--- config.mk ---
export PLATFORM = sky130hd
export DESIGN_NAME = ks_adder_pipe
export DESIGN_NICKNAME = d
export VERILOG_FILES = /design/src/rtl/ks_adder_pkg.sv /design/src/rtl/ks_prefix_level.sv /design/src/rtl/ks_adder_pipe.sv
export SDC_FILE = /design/constraint.sdc
export NUM_CORES = 1
export LEC_CHECK = 0
export BUFFER_PORTS_ARGS = -buffer_cell sky130_fd_sc_hd__buf_4
export CORE_UTILIZATION = 60
export CTS_BUF_LIST = sky130_fd_sc_hd__clkbuf_16
export DETAILED_ROUTE_END_ITERATION = 6
export PLACE_DENSITY = 0.86
export SLEW_MARGIN = 10
export SYNTH_ARGS = -nofsm -noshare
export SYNTH_HDL_FRONTEND = slang
export SYNTH_SLANG_ARGS = --single-unit
--- constraint.sdc ---
create_clock -name clk -period 3.9 [get_ports clk]
set_clock_uncertainty 0.1 [all_clocks]
set_input_delay 0.78 -clock clk [delete_from_list [all_inputs] [get_ports clk]]
set_output_delay 0.78 -clock clk [all_outputs]
set_load 0.005 [all_outputs]
--- src/rtl/ks_adder_pkg.sv ---
// Shared helpers and stage context for the pipelined Kogge-Stone adder.
// Sign-bit context fields exist only when KS_ADDER_PIPE_OVF_EN is defined.
package ks_adder_pkg;

  function automatic int clog2(input int value);
    int result;
    result = 0;
    for (int v = value - 1; v > 0; v = v >> 1) begin
      result++;
    end
    return result;
  endfunction

  function automatic int ks_levels(input int width);
    return clog2(width);
  endfunction

  // Per-stage context travelling beside the G/P vectors; the tag is kept
  // separate because its width is a module parameter.
  typedef struct packed {
    logic valid;
    logic sub;
    logic cin;
`ifdef KS_ADDER_PIPE_OVF_EN
    logic a_msb;
    logic b_msb;
`endif
  } ks_ctx_t;

  localparam ks_ctx_t KS_CTX_IDLE = '0;

endpackage

--- src/rtl/ks_prefix_level.sv ---
// One registered Kogge-Stone prefix level combining bit i with bit i-DIST.
// Context, tag and half-sum vector pass through unchanged.
module ks_prefix_level
  import ks_adder_pkg::*;
#(
  parameter int WIDTH = 16,
  parameter int DIST  = 1,
  parameter int TAG_W = 4
) (
  input  logic             clk,
  input  logic             rst_n,
  input  logic             adv,
  input  ks_ctx_t          prev_ctx,
  input  logic [TAG_W-1:0] prev_tag,
  input  logic [WIDTH-1:0] prev_g,
  input  logic [WIDTH-1:0] prev_p,
  input  logic [WIDTH-1:0] prev_hs,
  output ks_ctx_t          ctx,
  output logic [TAG_W-1:0] tag,
  output logic [WIDTH-1:0] g,
  output logic [WIDTH-1:0] p,
  output logic [WIDTH-1:0] hs
);

  logic [WIDTH-1:0] g_next;
  logic [WIDTH-1:0] p_next;

  for (genvar i = 0; i < WIDTH; i++) begin : g_bit
    if (i >= DIST) begin : g_merge
      assign g_next[i] = prev_g[i] | (prev_p[i] & prev_g[i-DIST]);
      assign p_next[i] = prev_p[i] & prev_p[i-DIST];
    end else begin : g_pass
      assign g_next[i] = prev_g[i];
      assign p_next[i] = prev_p[i];
    end
  end

  always_ff @(posedge clk) begin
    if (!rst_n) begin
      ctx <= KS_CTX_IDLE;
      tag <= '0;
      g   <= '0;
      p   <= '0;
      hs  <= '0;
    end else if (adv) begin
      ctx <= prev_ctx;
      tag <= prev_tag;
      g   <= g_next;
      p   <= p_next;
      hs  <= prev_hs;
    end
  end

endmodule

--- src/rtl/ks_adder_pipe.sv ---
// Pipelined Kogge-Stone adder/subtractor with valid/ready on both sides.
// Define KS_ADDER_PIPE_OVF_EN to add the signed-overflow output out_ovf.
module ks_adder_pipe
  import ks_adder_pkg::*;
#(
  parameter int WIDTH = 16,
  parameter int TAG_W = 4
) (
  input  logic             clk,
  input  logic             rst_n,
  input  logic             in_valid,
  output logic             in_ready,
  input  logic [WIDTH-1:0] in_a,
  input  logic [WIDTH-1:0] in_b,
  input  logic             in_cin,
  input  logic             in_sub,
  input  logic [TAG_W-1:0] in_tag,
  output logic             out_valid,
  input  logic             out_ready,
  output logic [WIDTH-1:0] out_sum,
  output logic             out_cout,
  output logic [TAG_W-1:0] out_tag
`ifdef KS_ADDER_PIPE_OVF_EN
  ,
  output logic             out_ovf
`endif
);

  localparam int LEVELS = ks_levels(WIDTH);

  // Handshake: a transfer happens on a rising edge where valid && ready.
  // The whole pipe advances together whenever the output slot is free or
  // being drained; empty stages are not squeezed out.
  logic adv;
  assign adv      = out_ready || !out_valid;
  assign in_ready = adv || !rst_n;

  ks_ctx_t          ctx_s [0:LEVELS];
  logic [TAG_W-1:0] tag_s [0:LEVELS];
  logic [WIDTH-1:0] g_s   [0:LEVELS];
  logic [WIDTH-1:0] p_s   [0:LEVELS];
  logic [WIDTH-1:0] hs_s  [0:LEVELS];

  logic [WIDTH-1:0] b_eff;
  logic             c0;
  logic [WIDTH-1:0] p0;
  logic [WIDTH-1:0] g0;

  assign b_eff = in_sub ? ~in_b : in_b;
  assign c0    = in_sub | in_cin;
  assign p0    = in_a ^ b_eff;
  // Carry-in folded into bit 0 generate, acting as the bit -1 generate.
  assign g0    = (in_a & b_eff) | {{(WIDTH-1){1'b0}}, p0[0] & c0};

  ks_ctx_t          s0_ctx;
  logic [TAG_W-1:0] s0_tag;
  logic [WIDTH-1:0] s0_g;
  logic [WIDTH-1:0] s0_p;

  always_ff @(posedge clk) begin
    if (!rst_n) begin
      s0_ctx <= KS_CTX_IDLE;
      s0_tag <= '0;
      s0_g   <= '0;
      s0_p   <= '0;
    end else if (adv) begin
      s0_ctx.valid <= in_valid;
      s0_ctx.sub   <= in_sub;
      s0_ctx.cin   <= in_cin;
`ifdef KS_ADDER_PIPE_OVF_EN
      s0_ctx.a_msb <= in_a[WIDTH-1];
      s0_ctx.b_msb <= b_eff[WIDTH-1];
`endif
      s0_tag <= in_tag;
      s0_g   <= g0;
      s0_p   <= p0;
    end
  end

  assign ctx_s[0] = s0_ctx;
  assign tag_s[0] = s0_tag;
  assign g_s[0]   = s0_g;
  assign p_s[0]   = s0_p;
  assign hs_s[0]  = s0_p;

  for (genvar k = 0; k < LEVELS; k++) begin : g_level
    ks_prefix_level #(
      .WIDTH (WIDTH),
      .DIST  (1 << k),
      .TAG_W (TAG_W)
    ) u_level (
      .clk      (clk),
      .rst_n    (rst_n),
      .adv      (adv),
      .prev_ctx (ctx_s[k]),
      .prev_tag (tag_s[k]),
      .prev_g   (g_s[k]),
      .prev_p   (p_s[k]),
      .prev_hs  (hs_s[k]),
      .ctx      (ctx_s[k+1]),
      .tag      (tag_s[k+1]),
      .g        (g_s[k+1]),
      .p        (p_s[k+1]),
      .hs       (hs_s[k+1])
    );
  end

  // Carry into bit i is the group generate of bits i-1..0; bit 0 takes C0.
  ks_ctx_t          last_ctx;
  logic [WIDTH-1:0] carry;
  logic [WIDTH-1:0] sum_next;

  assign last_ctx = ctx_s[LEVELS];
  assign carry    = {g_s[LEVELS][WIDTH-2:0], last_ctx.sub | last_ctx.cin};
  assign sum_next = hs_s[LEVELS] ^ carry;

  always_ff @(posedge clk) begin
    if (!rst_n) begin
      out_valid <= 1'b0;
      out_sum   <= '0;
      out_cout  <= 1'b0;
      out_tag   <= '0;
    end else if (adv) begin
      out_valid <= last_ctx.valid;
      out_sum   <= sum_next;
      out_cout  <= g_s[LEVELS][WIDTH-1];
      out_tag   <= tag_s[LEVELS];
    end
  end

`ifdef KS_ADDER_PIPE_OVF_EN
  always_ff @(posedge clk) begin
    if (!rst_n) begin
      out_ovf <= 1'b0;
    end else if (adv) begin
      out_ovf <= (last_ctx.a_msb == last_ctx.b_msb) &&
                 (sum_next[WIDTH-1] != last_ctx.a_msb);
    end
  end
`endif

endmodule
==> metrics.txt, run 1 <==
status finished, final reports clean; Mapped Area 9750 um2; CP required about 3.0 ns; # rows 46; CP endpoint kind output pin; layout cells sized above 1 9.27%; ANT cells 0; Clock transition at path regs 0.06 ns; chip height 129 um; Final ANT Viol Nets 0; post-synthesis cell type count 21; Top FF cell, synth dfxtp_1; TritonCTS Buffers 24; Critical R2R Launch out_valid; commonest cells in the netlist nand2_1 (351), dfxtp_1 (251), a21boi_1 (155), a21oi_1 (99), o21ai_0 (52); mean cell area of the mapped netlist between 8 and 9 um2; initial core utilization 61.4%; R2R setup slack 1.97 ns; starting DRC count in detailed routing 596; IO Pins 65; Tcrit/Tclk final 61.0%; hold slack 0.349 ns; Peak VDD IR about 270 uV; Leak 4.29 nW; core area 15900 um2; share of the synthesized area in the top cell type 51.5%; IO Port Bufs between 60 and 70; Final GP Congestion approximately 0.78; Fin. Hold Viols 0; HPWL Detailed 11700 um; TritonCTS clock tree yes; final core utilization 69.1%; fillcell total between 1000 and 1500; GRT Total Usage 23.4%; Slew @ Worst Pin 0.788 ns; Max Clock Freq 0.420 GHz; die area ~17000 um2; vias per cell between 5 and 6; worst skew pair latency approximately 0.5 ns; hold_sp g_level[2].u_level.hs[2]; Reg2Reg Capture Point g_level[1].u_level.hs[12]; Die Span X 129 um; Avg WL per Cell 14.3 um; largest net degree at the start of global routing 188; crit start category input pin; number of synthesized flops with an enable pin 0; Critical Setup Path Class in -> out; DRC viols 0; initial antenna violation count 0; Hold EP g_level[2].u_level.hs[2]; Via Count 7563; CP arrival 1.50 ns; RSZ-0062 raised after global routing no; Max-Cap Viols 0; setup violators final 0; post-layout min period 2.38 ns; vias in the first global route 6804; grt ovf 0; syn nets 1184; worst min path class reg -> reg; area of the multi-input gates 4300 um2; root buf cell clkbuf_16; Final #Nets ~1200; H-tree depth 1; Seq/Total Area, Yosys between 50% and 60%; first-pass GRT wire length 32200 um; total power 0.00535 W; Max-Slew Margin vs Limit 47.4%; Post-CTS Setup Inserts 0; Mapped Cells ~1100; setup TNS 0 ns; CTS resizes 0; largest area contributor in the netlist dfxtp_1; first drt pass iteration count 5; Worst Reg-to-Reg Cells 4; Area Overhead vs Synth 12.6%; clock tree buffer depth 3; overall routed net length 19600 um; Num Clock Sinks between 200 and 300; Pins Over Slew Limit 0; cts-stage hold buffer count 0; warnings from Yosys 0; crit path max fanout 95; most common cell in the synthesized netlist nand2_1; synth top area cells dfxtp_1 (52%), nand2_1 (14%), a21boi_1 (12%), a21oi_1 (5.1%), o21ai_0 (2.7%); sequential cell area 5020 um2; FFs w/ async S/R, synth 0%; PD cells 488 nW/um2; hold path cells 2; Yosys reg bits between 200 and 300
## cell type report
type	instances	share of cell area, %
Multi-Input combinational cell	789	39.2
Clock buffer	25	5.70
Tap cell	216	2.46
Timing Repair Buffer	71	5.23
Clock inverter	18	1.63
Sequential cell	251	45.8
## through the flow
stage / area [um2] / instances / worst slack (ns)
finish: 11000 / 1370 / 1.52
global route: 11000 / 1370 / 1.43
CTS: 11000 / 1370 / 1.54
detailed placement: 10200 / 1327 / 1.41
global placement: 10200 / 1327 / 1.47
floorplan: 9750 / 1126 / 1.58
## worst max-delay path, cell delays in order
cell and delay, ns:
buf_6 0.42, nand2_1 0.10, buf_4 0.16
## flip-flops by register name (all words and copies together) (netlist names)
name and flops:
out_sum 16, s0_g 16, out_cout 1, ctx_s 3, g_level.u_level.p 34, s0_tag 4
g_level.u_level.hs 64, out_valid 1, g_level.u_level.tag 16, out_tag 4, s0_p 16, g_level.u_level.g 64
g_level.u_level.ctx 12
## kinds of logic (layout without fill, tap and decap cells)
| kind of cell | count (synthesis) | count (layout) | synth area share [%] |
|---|---|---|---|
| XOR/XNOR | 31 | 31 | 2.79 |
| adder cells (fa/ha/maj) | 16 | 16 | 2.05 |
| buffers and inverters | 86 | 114 | 4.47 |
| AND/OR/NAND/NOR | 391 | 391 | 15.6 |
| AO/OA/AOI/OAI | 351 | 351 | 23.5 |
| flip-flops | 251 | 251 | 51.5 |
## worst max-delay path by stage
stage	start	end	slack [ns]	cells past startpoint
CTS	rst_n	in_ready	1.54	3
global placement	out_ready	g_level[2].u_level.p[15]	1.47	5
finish	rst_n	in_ready	1.52	3
floorplan	rst_n	in_ready	1.58	4
global route	rst_n	in_ready	1.43	3
detailed placement	out_ready	g_level[1].u_level.p[6]	1.41	5
## metal layers
metal  part of all wire [%]  vias to the layer above  wire [um]  global-route usage (%)
li1                       -                     3788          -                       -
met1                     47                     3579       9240                    33.0
met2                     47                      174       9230                    38.0
met3                    3.8                       22        753                    2.77
met4                    1.8                        0        362                    6.70
met5                      0                        -          0                       0
## where the power goes
part           leakage, nW  internal (W)  switching (W)
clock network        0.421       0.00142       0.000929
registers             2.04       0.00265      0.0000798
logic                 1.82      0.000138       0.000135
total                 4.29       0.00421        0.00114
## cells in the final DEF, fill, tap and decap left out, types with 5 or more instances in the layout
cell type	n
nand2_1	351
dfxtp_1	251
a21boi_1	155
a21oi_1	99
buf_4	67
o21ai_0	52
nand3_1	35
a21boi_0	29
clkbuf_16	25
xor2_1	16
ha_1	16
xnor2_1	15
o211a_1	15
inv_1	6
clkinv_2	5
(Power assumes the default switching activity.)
==> run 2, diff against run 1 <==
ABC_AREA = 1   (was unset)
CORE_UTILIZATION = 59   (was 60)
PLACE_DENSITY = 0.85   (was 0.86)
clock period = 2.2 ns   (was 3.9 ns; I/O delays follow)
==> metrics.txt, run 2 <==
status complete, but fails checks; failing checks DRC; met2 wire length 9240 um; largest area contributor in the netlist dfxtp_1; IO Pins 65; Num Clock Sinks between 200 and 300; first drt pass iteration count 7; post-synthesis cell type count 20; core area between 10000 and 15000 um2; ANT cells 0; HPWL Detailed 12000 um; warnings from Yosys 0; Most common cell on crit path nand2_4; Fin. Hold Viols 0; DRC viols 4; first-pass GRT wire length about 32000 um; CP top delay family flip-flops; Leak between 4 and 5 nW; Largest regs g_level.u_level.g x64, g_level.u_level.hs x64, g_level.u_level.p x34; FFs w/ async S/R, synth 0%; Die Span X around 130 um; Final ANT Viol Nets 0; Top FF cell, synth dfxtp_1; area of the multi-input gates 3130 um2; Mapped Area 8960 um2; Worst Path Buf+Inv 2; syn nets 1136; initial antenna violation count 0; RSZ-0062 raised after global routing no; most frequent cells in the layout nand2_1 (305), dfxtp_1 (251), inv_1 (141); TritonCTS Buffers 25; Mapped Cells 1078; synth top area cells dfxtp_1 (56%), nand2_1 (13%), o21ai_0 (6.2%), inv_1 (5.7%), o22ai_1 (5.4%); Peak VDD IR 649 uV; final core utilization 70.0%; fillcell total 1129; wire length on met1 8260 um; Placed Cells 1279; Pins Over Slew Limit 0; H-tree depth 1; overall routed net length 19000 um; final std cells w/o fill around 1300; commonest cells in the netlist nand2_1 (305), dfxtp_1 (251), inv_1 (136), o21ai_0 (111), o22ai_1 (77); Slew @ Worst Pin 0.417 ns; Final WS setup 0.106 ns; Yosys reg bits approximately 250; Via Count between 7000 and 8000; CP endpoint kind output pin; Avg WL per Cell about 14 um; hold slack 0.0329 ns; PD cells 892 nW/um2; grt ovf 0; GRT Total Usage 24.9%; CP Cell Sequence nand2_4 -> inv_1 -> nand2_4 -> buf_4; starting DRC count in detailed routing 623; Max-Slew Margin vs Limit 72.2%; initial core utilization around 61%; Final GP Congestion between 0.7 and 0.8; clock tree buffer depth 3; worst skew pair latency 0.51 ns; sequential cell area between 5000 and 6000 um2; Clock transition at path regs 0.06 ns; share of the synthesized area in the top cell type 56.1%; highest metal used met4; Area Overhead vs Synth 14.8%; largest net degree at the start of global routing between 100 and 150; root buf cell clkbuf_16; crit start category flop; most common cell in the synthesized netlist nand2_1; post-layout min period around 2.1 ns; TritonCTS clock tree yes; CP peak stage delay 0.46 ns; chip height 125 um; CP required 1.66 ns; Max Clock Freq 0.478 GHz; vias per cell 5.35; Final #Nets 1180; setup TNS 0 ns; crit path max fanout 14; # rows between 40 and 50; IO Port Bufs 64; pre-CTS setup slack 0.357 ns; Critical Setup Path Class reg -> out; CP max-delay cell dfxtp_1; most common cell after layout, fill and taps aside nand2_1; Seq/Total Area, Yosys 56.1%; number of synthesized flops with an enable pin 0; worst min path class in -> reg; mean cell area of the mapped netlist 8.31 um2; Max-Cap Viols 0; setup violators final 0; die area 15700 um2; CP arrival roughly 1.6 ns; vias in the first global route 6878; layout cells sized above 1 10.1%; Tcrit/Tclk final 95.2%; metal3 WL 979 um
[run 2: cells by family after synthesis]
group,count (synthesis),synth area share [%]
AND/OR/NAND/NOR,335,14.6
flip-flops,251,56.1
AO/OA/AOI/OAI,249,15.0
buffers and inverters,196,9.09
XOR/XNOR,31,3.03
adder cells (fa/ha/maj),16,2.23
[run 2: through the flow]
step                      total power, W  cell area, um2
final                            0.00917           10300
after global routing             0.00950           10300
after CTS                        0.00921           10300
after detailed placement         0.00537            9530
after global placement           0.00535            9530
after floorplan                  0.00518            8960
[run 2: path summary, 6_finish.rpt]
path,endpoint,depth (start not counted),slack (ns),startpoint
hold reg to reg,out_sum[6],2,0.36,out_sum[6]
setup reg to reg,g_level[2].u_level.g[10],4,0.57,out_valid
setup / recovery,in_ready,4,0.11,out_valid
hold / removal,ctx_s[14],3,0.03,in_valid
[run 2: power breakdown]
part / internal, W / switching, W / leakage (nW) / total [W]
combinational: 0.000199 / 0.000287 / 1.69 / 0.000486
clock: 0.00219 / 0.00170 / 0.385 / 0.00389
sequential: 0.00470 / 0.0000976 / 2.04 / 0.00480
total: 0.00709 / 0.00208 / 4.12 / 0.00917
[run 2: layout make-up]
cell class                      count  area share, %
Clock buffer                       25           6.08
Clock inverter                     20           1.24
Inverter                          138           5.04
Multi-Input combinational cell    631           30.5
Sequential cell                   251           48.9
Tap cell                          184           2.24
Timing Repair Buffer               75           6.08
[run 2: repair_timing]
action	4_1_cts	5_1_grt
setup buffers	0	0
resized for setup	0	1
setup endpoints to repair	0	1
hold buffers	0	0
[run 2: worst min-delay path, delay by kind of cell]
kind | cells | cell delay [ns]
buffers and inverters | 1 | 0.08
AO/OA/AOI/OAI | 1 | 0.05
AND/OR/NAND/NOR | 1 | 0.04
[run 2: routing by layer]
metal | vias to the layer above | GRT usage [%]
li1 | 3537 | -
met1 | 3289 | 31.5
met2 | 205 | 43.0
met3 | 50 | 4.07
met4 | 0 | 9.33
met5 | - | 0
==> run 3, diff against run 2 <==
GPL_ROUTABILITY_DRIVEN = 0   (was unset)
clock period = 2.4 ns   (was 2.2 ns; I/O delays follow)
==> metrics.txt, run 3 (synthesized netlist as in run 2, its figures left out) <==
Die Span X 125 um; initial core utilization approximately three fifths; initial antenna violation count 0; Fin. Hold Viols 0; cts-stage hold buffer count 0; most frequent cells in the layout nand2_1 (305), dfxtp_1 (251), inv_1 (139); CP endpoint kind output pin; Max-Cap Viols 0; GRT Total Usage 24.7%; first drt pass iteration count 7; Critical Setup Path Class reg -> out; crit path max fanout 29; starting DRC count in detailed routing 441; overall routed net length 19000 um; CP arrival 1.54 ns; IO Pins 65; Pins Over Slew Limit 0; Peak VDD IR 571 uV; vias in the first global route between 6000 and 7000; TritonCTS Buffers 24; status complete, but fails checks; RSZ-0062 raised after global routing no; Max Clock Freq 0.472 GHz; layout cells sized above 1 ~9.9%; chip height 125 um; grt ovf 0; HPWL Detailed 11900 um; first-pass GRT wire length 31700 um; Tcrit/Tclk final 88.3%; clock tree buffer depth 3; largest net degree at the start of global routing 106; Final WS setup 0.282 ns; Avg WL per Cell 14.3 um; setup TNS 0 ns; CP required roughly 1.8 ns; most common cell after layout, fill and taps aside nand2_1; crit start category flop; H-tree depth 1; Clock transition at path regs ~0.060 ns; Area Overhead vs Synth 14.5%; IO Port Bufs 64; Slew @ Worst Pin 0.477 ns; root buf cell clkbuf_16; # rows 44; die area 15700 um2; Max-Slew Margin vs Limit between 60% and 70%; worst min path class in -> reg; Num Clock Sinks 251; failing checks DRC; DRC viols 4; Largest regs g_level.u_level.g x64, g_level.u_level.hs x64, g_level.u_level.p x34; vias per cell approximately 5.3; setup violators final 0; Via Count ~7000; fillcell total around 1100; Final #Nets 1180; worst skew pair latency 0.52 ns; pre-CTS setup slack 0.494 ns; CTS resizes 0; post-layout min period 2.12 ns; PD cells 818 nW/um2; Post-CTS Setup Inserts 0; core area between 10000 and 15000 um2; TritonCTS clock tree yes; Leak approximately 4.1 nW; ANT cells 0; Final ANT Viol Nets 0
-- run 3: final timing paths --
kind              start  slack (ns)  depth (start not counted)          end
max           out_valid        0.28                          4     in_ready
min           in_tag[3]        0.06                          3    s0_tag[3]
max reg2reg   out_valid        0.73                          5  out_sum[11]
min reg2reg  out_sum[3]        0.36                          2   out_sum[3]
-- run 3: layout make-up --
cell class	instances	area, um2	area share, %
repair buffers	76	608	5.93
inverters	138	518	5.05
multi-input cells	631	3130	30.5
clock inverters	19	144	1.40
clock buffers	24	601	5.86
well taps	184	230	2.25
flip-flops and latches	251	5020	49.0
-- run 3: worst max-delay path, cell delays in order (launching register included) --
cell     delay, ns
dfxtp_1       0.41
nand2_2       0.09
inv_1         0.11
nand2_4       0.20
buf_4         0.21
-- run 3: power breakdown --
part | internal [W] | switching (W)
sequential | 0.00431 | 0.0000859
combinational | 0.000181 | 0.000263
clock | 0.00203 | 0.00151
total | 0.00652 | 0.00186
-- run 3: per-stage QoR --
step	instances	instance area (um2)	utilization [%]	hold slack, ns	power (W)
global placement	1280	9510	64.7	0.340	0.00490
detailed placement	1280	9510	64.7	0.343	0.00492
CTS	1323	10300	69.8	0.0452	0.00843
global route	1323	10300	69.8	0.0548	0.00868
finish	1323	10300	69.8	0.0625	0.00838
floorplan	1078	8960	-	0.327	0.00475
-- run 3: metal layers --
| metal | vias to the layer above | routed length, um | track usage [%] |
|---|---|---|---|
| met5 | - | 0 | 0 |
| met4 | 0 | 748 | 10.3 |
| met3 | 55 | 885 | 3.77 |
| met2 | 177 | 9070 | 43.3 |
| met1 | 3218 | 8270 | 30.5 |
| li1 | 3541 | - | - |
